===== src/rtl/write_ptr_ctrl_if.sv =====
// ----------------------------------------------------------------------------
// write_ptr_ctrl_if
//   Bundles the write-side request/flag signals of the async FIFO write
//   controller. The master is the write-side client, which drives the write
//   request and the overflow clear. In the bench, the master also supplies the
//   read-domain gray pointer. The slave is write_ptr_ctrl.
//   Signals:
//     w_en        write request
//     g_read_ptr  gray read pointer from the read domain (async to w_clk)
//     ovf_clr     clears the sticky overflow flag
//     b_write_ptr binary write pointer
//     g_write_ptr gray write pointer toward the read-domain synchronizer
//     w_addr      memory write address
//     w_mem_en    memory write strobe
//     full        FIFO full
//     almost_full level >= AF_THRESH
//     w_level     pessimistic write-side fill level
//     overflow    sticky write-while-full flag
// ----------------------------------------------------------------------------
interface write_ptr_ctrl_if #(
    parameter int unsigned PTR_WIDTH = 4
);
    logic                 w_en;
    logic [PTR_WIDTH:0]   g_read_ptr;
    logic                 ovf_clr;
    logic [PTR_WIDTH:0]   b_write_ptr;
    logic [PTR_WIDTH:0]   g_write_ptr;
    logic [PTR_WIDTH-1:0] w_addr;
    logic                 w_mem_en;
    logic                 full;
    logic                 almost_full;
    logic [PTR_WIDTH:0]   w_level;
    logic                 overflow;

    modport master (
        output w_en, g_read_ptr, ovf_clr,
        input  b_write_ptr, g_write_ptr, w_addr, w_mem_en,
               full, almost_full, w_level, overflow
    );

    modport slave (
        input  w_en, g_read_ptr, ovf_clr,
        output b_write_ptr, g_write_ptr, w_addr, w_mem_en,
               full, almost_full, w_level, overflow
    );
endinterface


===== src/rtl/write_ptr_ctrl.sv =====
// ----------------------------------------------------------------------------
// write_ptr_ctrl
//   Write-side pointer and flag controller of the async FIFO. The whole module
//   runs in the w_clk domain.
//   The read-domain gray pointer is brought in through a 2-flop synchronizer.
//   The module keeps the binary and gray write pointers and drives the memory
//   write strobe and address. It also produces these registered outputs:
//   full, almost_full, the fill level and a sticky overflow flag.
//   Ports:
//     w_clk  write clock
//     w_rst  asynchronous active-high reset
//     bus    write_ptr_ctrl_if.slave (request inputs, pointer/flag outputs)
//   Flags are computed against the synchronized read pointer. They can
//   therefore stay high for a few cycles after a read, but they never
//   de-assert early.
// ----------------------------------------------------------------------------
module write_ptr_ctrl #(
    parameter int unsigned PTR_WIDTH = 4,
    parameter int unsigned AF_THRESH = 12
) (
    input  logic              w_clk,
    input  logic              w_rst,
    write_ptr_ctrl_if.slave   bus
);
    localparam int unsigned PW = PTR_WIDTH + 1;
    localparam logic [PTR_WIDTH:0] AF_LVL = PW'(AF_THRESH);

    logic [PTR_WIDTH:0] rq1;
    logic [PTR_WIDTH:0] rq2;
    logic [PTR_WIDTH:0] rb;
    logic [PTR_WIDTH:0] b_ptr;
    logic [PTR_WIDTH:0] g_ptr;
    logic [PTR_WIDTH:0] wb_next;
    logic [PTR_WIDTH:0] wg_next;
    logic [PTR_WIDTH:0] full_cmp;
    logic [PTR_WIDTH:0] level_next;
    logic [PTR_WIDTH:0] level_q;
    logic               full_q;
    logic               af_q;
    logic               ovf_q;
    logic               mem_en;

    // The write is suppressed while full, so a write when full only sets overflow.
    assign mem_en = bus.w_en & ~full_q;

    // Gray to binary: each binary bit is the XOR of all gray bits at or above it.
    always_comb begin
        rb            = '0;
        rb[PTR_WIDTH] = rq2[PTR_WIDTH];
        for (int unsigned i = 0; i < PTR_WIDTH; i++) begin
            rb[PTR_WIDTH-1-i] = rb[PTR_WIDTH-i] ^ rq2[PTR_WIDTH-1-i];
        end
    end

    always_comb begin
        wb_next    = b_ptr + {{PTR_WIDTH{1'b0}}, mem_en};
        wg_next    = (wb_next >> 1) ^ wb_next;
        // Full when the write pointer is exactly one lap ahead of the read pointer.
        // In gray code, that means the two MSBs are inverted and the rest match.
        full_cmp   = {~rq2[PTR_WIDTH:PTR_WIDTH-1], rq2[PTR_WIDTH-2:0]};
        level_next = wb_next - rb;
    end

    always_ff @(posedge w_clk or posedge w_rst) begin
        if (w_rst) begin
            rq1     <= '0;
            rq2     <= '0;
            b_ptr   <= '0;
            g_ptr   <= '0;
            full_q  <= 1'b0;
            af_q    <= 1'b0;
            level_q <= '0;
            ovf_q   <= 1'b0;
        end else begin
            rq1     <= bus.g_read_ptr;
            rq2     <= rq1;
            b_ptr   <= wb_next;
            g_ptr   <= wg_next;
            full_q  <= (wg_next == full_cmp);
            level_q <= level_next;
            af_q    <= (level_next >= AF_LVL);
            // A rejected write sets overflow and wins over a clear on the same edge.
            if (bus.w_en && full_q) begin
                ovf_q <= 1'b1;
            end else if (bus.ovf_clr) begin
                ovf_q <= 1'b0;
            end
        end
    end

    assign bus.b_write_ptr = b_ptr;
    assign bus.g_write_ptr = g_ptr;
    assign bus.w_addr      = b_ptr[PTR_WIDTH-1:0];
    assign bus.w_mem_en    = mem_en;
    assign bus.full        = full_q;
    assign bus.almost_full = af_q;
    assign bus.w_level     = level_q;
    assign bus.overflow    = ovf_q;
endmodule


===== src/flat_wrapper.sv =====
// flat-port wrapper written by rule: the top's interface ports become plain ports
module write_ptr_ctrl_flat 
#(
    parameter int unsigned PTR_WIDTH = 4,
    parameter int unsigned AF_THRESH = 12
)
  (w_clk, w_rst, bus_w_en, bus_g_read_ptr, bus_ovf_clr, bus_b_write_ptr, bus_g_write_ptr, bus_w_addr, bus_w_mem_en, bus_full, bus_almost_full, bus_w_level, bus_overflow);
  write_ptr_ctrl_if #(.PTR_WIDTH(PTR_WIDTH)) bus_i ();
  input  logic w_clk;
  input  logic w_rst;
  input wire logic [$bits(bus_i.w_en)-1:0] bus_w_en;
  input wire logic [$bits(bus_i.g_read_ptr)-1:0] bus_g_read_ptr;
  input wire logic [$bits(bus_i.ovf_clr)-1:0] bus_ovf_clr;
  output wire logic [$bits(bus_i.b_write_ptr)-1:0] bus_b_write_ptr;
  output wire logic [$bits(bus_i.g_write_ptr)-1:0] bus_g_write_ptr;
  output wire logic [$bits(bus_i.w_addr)-1:0] bus_w_addr;
  output wire logic [$bits(bus_i.w_mem_en)-1:0] bus_w_mem_en;
  output wire logic [$bits(bus_i.full)-1:0] bus_full;
  output wire logic [$bits(bus_i.almost_full)-1:0] bus_almost_full;
  output wire logic [$bits(bus_i.w_level)-1:0] bus_w_level;
  output wire logic [$bits(bus_i.overflow)-1:0] bus_overflow;
  assign bus_i.w_en = bus_w_en;
  assign bus_i.g_read_ptr = bus_g_read_ptr;
  assign bus_i.ovf_clr = bus_ovf_clr;
  assign bus_b_write_ptr = bus_i.b_write_ptr;
  assign bus_g_write_ptr = bus_i.g_write_ptr;
  assign bus_w_addr = bus_i.w_addr;
  assign bus_w_mem_en = bus_i.w_mem_en;
  assign bus_full = bus_i.full;
  assign bus_almost_full = bus_i.almost_full;
  assign bus_w_level = bus_i.w_level;
  assign bus_overflow = bus_i.overflow;
  write_ptr_ctrl #(.PTR_WIDTH(PTR_WIDTH), .AF_THRESH(AF_THRESH)) u_core (.w_clk(w_clk), .w_rst(w_rst), .bus(bus_i));
endmodule

===== config.mk =====
export PLATFORM = sky130hd
export DESIGN_NAME = write_ptr_ctrl_flat
export DESIGN_NICKNAME = d
export VERILOG_FILES = /design/src/rtl/write_ptr_ctrl_if.sv /design/src/rtl/write_ptr_ctrl.sv /design/src/flat_wrapper.sv
export SDC_FILE = /design/constraint.sdc
export NUM_CORES = 1
export LEC_CHECK = 0
export ABC_CLOCK_PERIOD_IN_PS = 6210
export CORE_MARGIN = 3
export CORE_UTILIZATION = 33
export DETAILED_ROUTE_END_ITERATION = 7
export HOLD_SLACK_MARGIN = 0.15
export PLACE_DENSITY = 0.59
export SYNTH_ARGS = -nofsm -noshare
export SYNTH_HDL_FRONTEND = slang
export SYNTH_SLANG_ARGS = --single-unit

===== constraint.sdc =====
create_clock -name w_clk -period 6.21 [get_ports w_clk]
set_clock_uncertainty 0.2 [all_clocks]
set_input_delay 1.863 -clock w_clk [delete_from_list [all_inputs] [get_ports w_clk]]
set_output_delay 1.863 -clock w_clk [all_outputs]
set_load 0.01 [all_outputs]

# Yosys cells after proc, flatten, opt, wreduce, memory -nomap -nowiden
# Index checks and enable logic that the tools add are counted.
[word_totals]
ff_bits = 28
inputBits = 9
out_inout_bits = 23
elab_cells = 24
[classes]
add_sub_neg = 2
magnitude_cmp = 1
eq_ne = 1
muxes = 2
bitwise = 8
reduce_logical = 2
[ops]
columns = ["operator", "n"]
rows = [
  ["5-bit by 1-bit adder with 5-bit output", 1],
  ["5-bit equality test", 1],
  ["5-bit by 4-bit >= comparator with 1-bit output (second input constant)", 1],
  ["5-bit subtractor", 1],
  ["4-bit by 5-bit XOR with 5-bit output", 1],
  ["1-bit XOR", 4],
  ["1-bit two-way mux", 2],
  ["2-bit NOT", 1],
  ["2-bit nonzero test", 1],
  ["1-bit AND", 1],
  ["1-bit logical AND", 1],
  ["1-bit NOT", 1],
]

# Longest topological paths before layout
# Gate-level depths: netlist of the first run.
[depth]
ltp_word = 6
depth_mapped = 10
depth_no_buf = 10

# Least setup slack after synthesis of the first run
# Ideal clock, no wire load.
[synth_timing]
kind = "input-to-reg"
startpoint = "input port bus_w_en"
endpoint = "register u_core.af_q (netlist: u_core.bus.almost_full)"
arrival_ps = 4068
setup_slack_ps = 1804
stages = 9
path_buffers = 0
path_cell_list = "nor2b_1 -> ha_1 -> ha_1 -> xor2_2 -> ha_1 -> nor2b_1 -> o21ai_1 -> a21oi_1 -> or4b_1"
[synth_via]
elab_chain_cells = 4
[synth_rtl]
columns = ["element", "line", "source"]
rows = [
  ["start, declared", "flat_wrapper.sv:11", "input wire logic [$bits(bus_i.w_en)-1:0] bus_w_en;"],
  ["1-bit AND", "write_ptr_ctrl.sv:44", "assign mem_en = bus.w_en & ~full_q;"],
  ["5-bit by 1-bit adder with 5-bit output", "write_ptr_ctrl.sv:56", "wb_next = b_ptr + {{PTR_WIDTH{1'b0}}, mem_en};"],
  ["via u_core.wb_next[2]", "write_ptr_ctrl.sv:33", "logic [PTR_WIDTH:0] wb_next;"],
  ["5-bit subtractor", "write_ptr_ctrl.sv:61", "level_next = wb_next - rb;"],
  ["5-bit by 4-bit >= comparator with 1-bit output", "write_ptr_ctrl.sv:81", "af_q <= (level_next >= AF_LVL);"],
  ["end signal, assigned", "write_ptr_ctrl.sv:81", ""],
  ["end, declared", "write_ptr_ctrl.sv:39", "logic af_q;"],
]
# The timed path passes the listed nets, and every way through them passes these cells.
# A chain may end at the register's enable or synchronous reset.

# Final worst setup path of the first run
[layout_timing]
startpoint = "input port bus_w_en"
endpoint = "output port bus_w_mem_en"
[layout_via]
elab_chain_cells = 1
[layout_rtl]
columns = ["element", "line", "source"]
rows = [
  ["1-bit AND", "write_ptr_ctrl.sv:44", ""],
  ["end, declared", "flat_wrapper.sv:17", "output wire logic [$bits(bus_i.w_mem_en)-1:0] bus_w_mem_en;"],
]
# Every way passes these cells.

==> results of run 1 <==
==> registers in the layout, indices dropped and copies added, names as in the netlist <==
signal	count
u_core.bus.w_level	5
u_core.bus.full	1
u_core.rq1	5
u_core.bus.b_write_ptr	5
u_core.rq2	5
u_core.bus.overflow	1
u_core.bus.g_write_ptr	4
u_core.bus.almost_full	1
==> metrics by stage <==
step,area [µm²],setup WS [ns]
finish,1619,1.075
global route,1619,1.030
CTS,1619,1.068
detailed placement,1570,1.075
global placement,1570,1.098
floorplan,1245,1.804
==> worst max-delay path, cell delays in order <==
cell,delay [ns]
clkdlybuf4s50_1,0.48
nor2b_1,0.18
clkdlybuf4s50_1,0.56
==> layer usage <==
layer,vias to the layer above,GRT usage,wire length (µm)
met5,-,0,0
met3,4,0.03993,155
met4,0,0.04557,39
li1,372,-,-
met2,28,0.1706,971
met1,352,0.1268,889
==> area by class of cell <==
type | count | area share
Sequential cell | 27 | 0.4173
Multi-Input combinational cell | 55 | 0.3022
Timing Repair Buffer | 31 | 0.1917
Tap cell | 46 | 0.03555
Clock buffer | 3 | 0.02550
Inverter | 10 | 0.02318
Clock inverter | 1 | 0.004637
==> synthesized netlist by cell type (all sizes together) (2+ instances only) <==
cell / count
xor2: 8
dfrtp: 27
xnor2: 14
nand2: 3
inv: 10
a21oi: 2
buf: 6
nand3: 4
nor2b: 2
ha: 6
o21ai: 2
==> worst paths after layout <==
kind | start | endpoint | slack (ns) | cells past startpoint
setup / recovery | bus_w_en | bus_w_mem_en | 1.08 | 3
hold / removal | u_core.rq1[0] | u_core.rq2[0] | 0.15 | 0
setup reg to reg | u_core.rq2[4] | u_core.bus.almost_full | 2.88 | 10
hold reg to reg | u_core.rq1[0] | u_core.rq2[0] | 0.15 | 0
max in group asynchronous | w_rst | u_core.bus.b_write_ptr[0] | 3.32 | 2
min in group asynchronous | w_rst | u_core.rq1[3] | 1.90 | 2
==> kinds of logic after synthesis <==
logic type,Yosys count,synth area share
mux,1,0.008041
fa+ha+maj,7,0.07638
simple gates,16,0.07539
compound gates,9,0.05427
buf+inv,16,0.06432
flops,27,0.5427
xor+xnor,22,0.1789
==> cells in the final DEF, fill, tap and decap left out <==
master	instances
a2111oi_2	1
a21bo_2	1
a21o_1	1
a21oi_1	2
a31oi_1	1
and3_1	1
clkbuf_8	3
clkdlybuf4s50_1	31
clkinvlp_4	1
dfrtp_1	27
fa_1	1
ha_1	6
inv_1	10
mux2i_1	1
nand2_1	3
nand3_1	4
nand4_1	1
nand4b_1	1
nor2b_1	2
nor4_1	1
o21ai_0	1
o21ai_1	1
o2bb2ai_1	1
or2_2	1
or3_1	1
or4b_1	1
xnor2_1	12
xnor2_2	2
xor2_1	6
xor2_2	2
==> power breakdown <==
group | switching (mW) | leakage (nW) | internal, mW
clock network | 0.0543 | 0.0217 | 0.0456
registers | 0.0456 | 0.320 | 0.240
logic | 0.255 | 0.358 | 0.292
total | 0.355 | 0.699 | 0.578
==> flow_metrics.tcl, run 1 <==
set metrics [dict create \
    worstPathRequired_ns 4.15 \
    cts.sinks 27 \
    drc_errors 0 \
    cp_max_fo 2 \
    dr.pass1.iters 4 \
    tns_ns 0 \
    diodes 0 \
    drv_cap 0 \
    multi_input_area_um2 489.2 \
    cts_made_buffers 3 \
    hold_class "flip-flop to flip-flop" \
    drtIter0Drc 14 \
    hold_violations 0 \
    synth_seq_cells 27 \
    synth_cell_type_count 29 \
    cts_tree "yes" \
    synth_enable_flop_cells 0 \
    path_class "primary input to output port" \
    wire_per_inst_um 11.88 \
    drt-total-wl_um 2056 \
    grt_antenna_before_repair 0 \
    drv_slew 0 \
    cp-start-kind "primary input" \
    insertion_delay_ns 0.27 \
    vias 756 \
    power_density_nw_per_um2 576.1 \
    floorplan.initialDensity 0.3562 \
    grt_pass1_wl_um 3546 \
    cp-end-kind "output port" \
    synth_top_area_share 0.5427 \
    grt_max_degree 28 \
    fp.dieH_um 67.42 \
    peakVddDrop_mv 0.2859 \
    power_leakage_nw 0.6993 \
    htree_levels 1 \
    status "completed" \
    grtUsageTotal 0.1062 \
    dp_cells 169 \
    synthesis.nets 114 \
    stdcell_count 173 \
    syn_area_um2 1245 \
    grt_overflow 0 \
    io_buffers 31 \
    async_reset_ff_frac 1.000 \
    yosysTopAreaCell "dfrtp_1" \
    vias_per_cell 4.370 \
    worst_slew_pin_slew_ns 0.9638 \
    cts_root_buf "clkbuf_8" \
    ys.flop_type "dfrtp_1" \
    num_rows 21 \
    arrival_ns 3.07 \
    setup_violations 0 \
    p_total_uw 932.8 \
    seq_area_um2 675.6 \
    syn_avg_cell_area_um2 12.70 \
    dp_hpwl_um 1497 \
    gp_congestion 0.7637 \
    max-clock-path-buffers 2 \
    core_area_um2 3495 \
    cts_setup_buffers 0 \
    drive_gt1_frac 0.08661 \
    clk_pin_slew_ns 0.09 \
    synth_area_leaders "dfrtp_1, xnor2_1, ha_1" \
    grt_pass1_vias 777 \
    seq_area_frac_synth 0.5427 \
    rsz0062_at_grt "false" \
    final_util 0.4633 \
    fp.dieW_um 67.42 \
    area_growth_pct 30.05 \
    ctsResizeCount 0 \
    ant_nets 0 \
    netlist_instances 98 \
    postCtsHoldBufs 0 \
    period_needed_ns 5.135 \
    post-route-period-util 0.8269 \
    yosys_warnings 0 \
    fillers 335 \
    ioPinCount 32 \
    dieArea_um2 4545 \
    clock.fmax_mhz 194.7 \
    layout.nets 144 \
    relSlewSlack 0.3568 \
    hold_slack_ns 0.1549 \
]
(Power assumes the default switching activity.)
==> run 2, diff against run 1 <==
--- a/config.mk
+++ b/config.mk
@@ -5,7 +5,7 @@
 export SDC_FILE = /design/constraint.sdc
 export NUM_CORES = 1
 export LEC_CHECK = 0
-export ABC_CLOCK_PERIOD_IN_PS = 6210
+export ABC_CLOCK_PERIOD_IN_PS = 5400
 export CORE_MARGIN = 3
 export CORE_UTILIZATION = 33
 export DETAILED_ROUTE_END_ITERATION = 7
==> constraint.sdc (replaced) <==
create_clock -name w_clk -period 5.4 [get_ports w_clk]
set_clock_uncertainty 0.2 [all_clocks]
set_input_delay 1.62 -clock w_clk [delete_from_list [all_inputs] [get_ports w_clk]]
set_output_delay 1.62 -clock w_clk [all_outputs]
set_load 0.01 [all_outputs]
==> run 2 against run 1 <==
  * Non-clock buffer count unchanged
  * Combinational power up 14%
  * Total power up 14%
  * Largest power group unchanged
  * Highest routed layer unchanged
  * Critical path depth unchanged
  * Register-to-register slack worse by 0.78 ns
  * First-iteration DRC count up 50%
  * Critical endpoint unchanged
==> flow_metrics.tcl, run 2 (synthesis results as in run 1) <==
set metrics [dict create \
    status "completed" \
    peakVddDrop_mv 0.2888 \
    grt_overflow 0 \
    grt_pass1_vias 796 \
    relSlewSlack 0.3399 \
    p_total_mw 1.065 \
    cp_num_buf_inv 2 \
    fp.dieH_um 67.42 \
    final_cell_mix "clkdlybuf4s50_1, dfrtp_1, xnor2_1" \
    power_density_nw_per_um2 659.4 \
    dp_cells 169 \
    cpMaxStageDelayCell "clkdlybuf4s50_1" \
    ant_nets 0 \
    vias 761 \
    drtIter0Drc 21 \
    layout.nets 144 \
    diodes 0 \
    path_cells "clkdlybuf4s50_1, nor2b_1, clkdlybuf4s50_1" \
    critical-path-top-delay-family "buffers and inverters" \
    drt-total-wl_um 2011 \
    grt_max_degree 28 \
    crit_top_cell "clkdlybuf4s50_1" \
    stdcell_count 173 \
    cts_tree "yes" \
    floorplan.initialDensity 0.3562 \
    core_area_um2 3495 \
    arrival_ns 2.86 \
    gp_congestion 0.7808 \
    postCtsHoldBufs 0 \
    path_class "primary input to output port" \
    cp-end-kind "output port" \
    hold_violations 0 \
    clock.fmax_mhz 213.8 \
    dieArea_um2 4545 \
    period_needed_ns 4.676 \
    htree_levels 1 \
    grt_antenna_before_repair 0 \
    cts.sinks 27 \
    cts_setup_buffers 0 \
    rsz0062_at_grt "false" \
    cp-start-kind "primary input" \
    num_rows 21 \
    dp_hpwl_um 1530 \
    drc_errors 0 \
    tns_ns 0 \
    dr.pass1.iters 3 \
    area_growth_pct 29.75 \
    worstPathRequired_ns 3.58 \
    vias_per_cell 4.399 \
    power_leakage_nw 0.7003 \
    setup_violations 0 \
    cp_max_fo 2 \
    drv_cap 0 \
    insertion_delay_ns 0.27 \
    grt_pass1_wl_um 3387 \
    ioPinCount 32 \
    grtUsageTotal 0.09989 \
    hold_slack_ns 0.1535 \
    cts_made_buffers 3 \
    drive_gt1_frac 0.07874 \
    layout_commonest_cell "clkdlybuf4s50_1" \
    fp.dieW_um 67.42 \
    wire_per_inst_um 11.62 \
    hold_class "flip-flop to flip-flop" \
    worst_slew_pin_slew_ns 0.9891 \
    io_buffers 31 \
    ctsResizeCount 0 \
    drv_slew 0 \
    cts_root_buf "clkbuf_8" \
    max-clock-path-buffers 2 \
    clk_pin_slew_ns 0.08 \
    slowest_delay_ns 0.57 \
    post-route-period-util 0.8660 \
    fillers 327 \
]
run 2: changes by cell type in the layout (fill, tap and decap cells not counted), sizes merged:
cell / before / now
clkbuf: 3 / 4
clkinvlp: 1 / 0
run 2: path summary, 6_finish.rpt:
kind	start	end	slack, ns	cells after the start
max	bus_w_en	bus_w_mem_en	0.72	3
min reg2reg	u_core.rq1[4]	u_core.rq2[4]	0.15	0
max in group asynchronous	w_rst	u_core.bus.b_write_ptr[1]	2.72	2
max reg2reg	u_core.rq2[4]	u_core.bus.almost_full	2.10	10
min	u_core.rq1[4]	u_core.rq2[4]	0.15	0
min in group asynchronous	w_rst	u_core.bus.w_level[2]	1.68	2
run 2: metrics by stage:
step,util,worst slack [ns],area (µm²)
after global routing,0.4622,0.6710,1615
after CTS,0.4622,0.7195,1615
after detailed placement,0.4493,0.6610,1570
final,0.4622,0.7236,1615
after global placement,0.4493,0.7330,1570
after floorplan,-,1.237,1245
run 2: layout make-up:
class	count	area (µm²)	area share
Sequential cell	27	675.6	0.4183
Inverter	10	37.54	0.02324
Clock buffer	4	45.04	0.02789
Multi-Input combinational cell	55	489.2	0.3029
Tap cell	46	57.56	0.03563
Timing Repair Buffer	31	310.3	0.1921
run 2: report_power, final:
part / total [mW] / switching [mW] / internal [mW]
Clock: 0.110 / 0.0576 / 0.0527
Sequential: 0.328 / 0.0524 / 0.276
Combinational: 0.626 / 0.292 / 0.335
Total: 1.07 / 0.402 / 0.664
run 2: routing by layer:
metal	global-route usage	up-vias	wire length [µm]
met2	0.1620	26	964
met1	0.1218	358	866
met3	0.02662	5	141
li1	-	372	-
met5	0	-	0
met4	0.05063	0	38
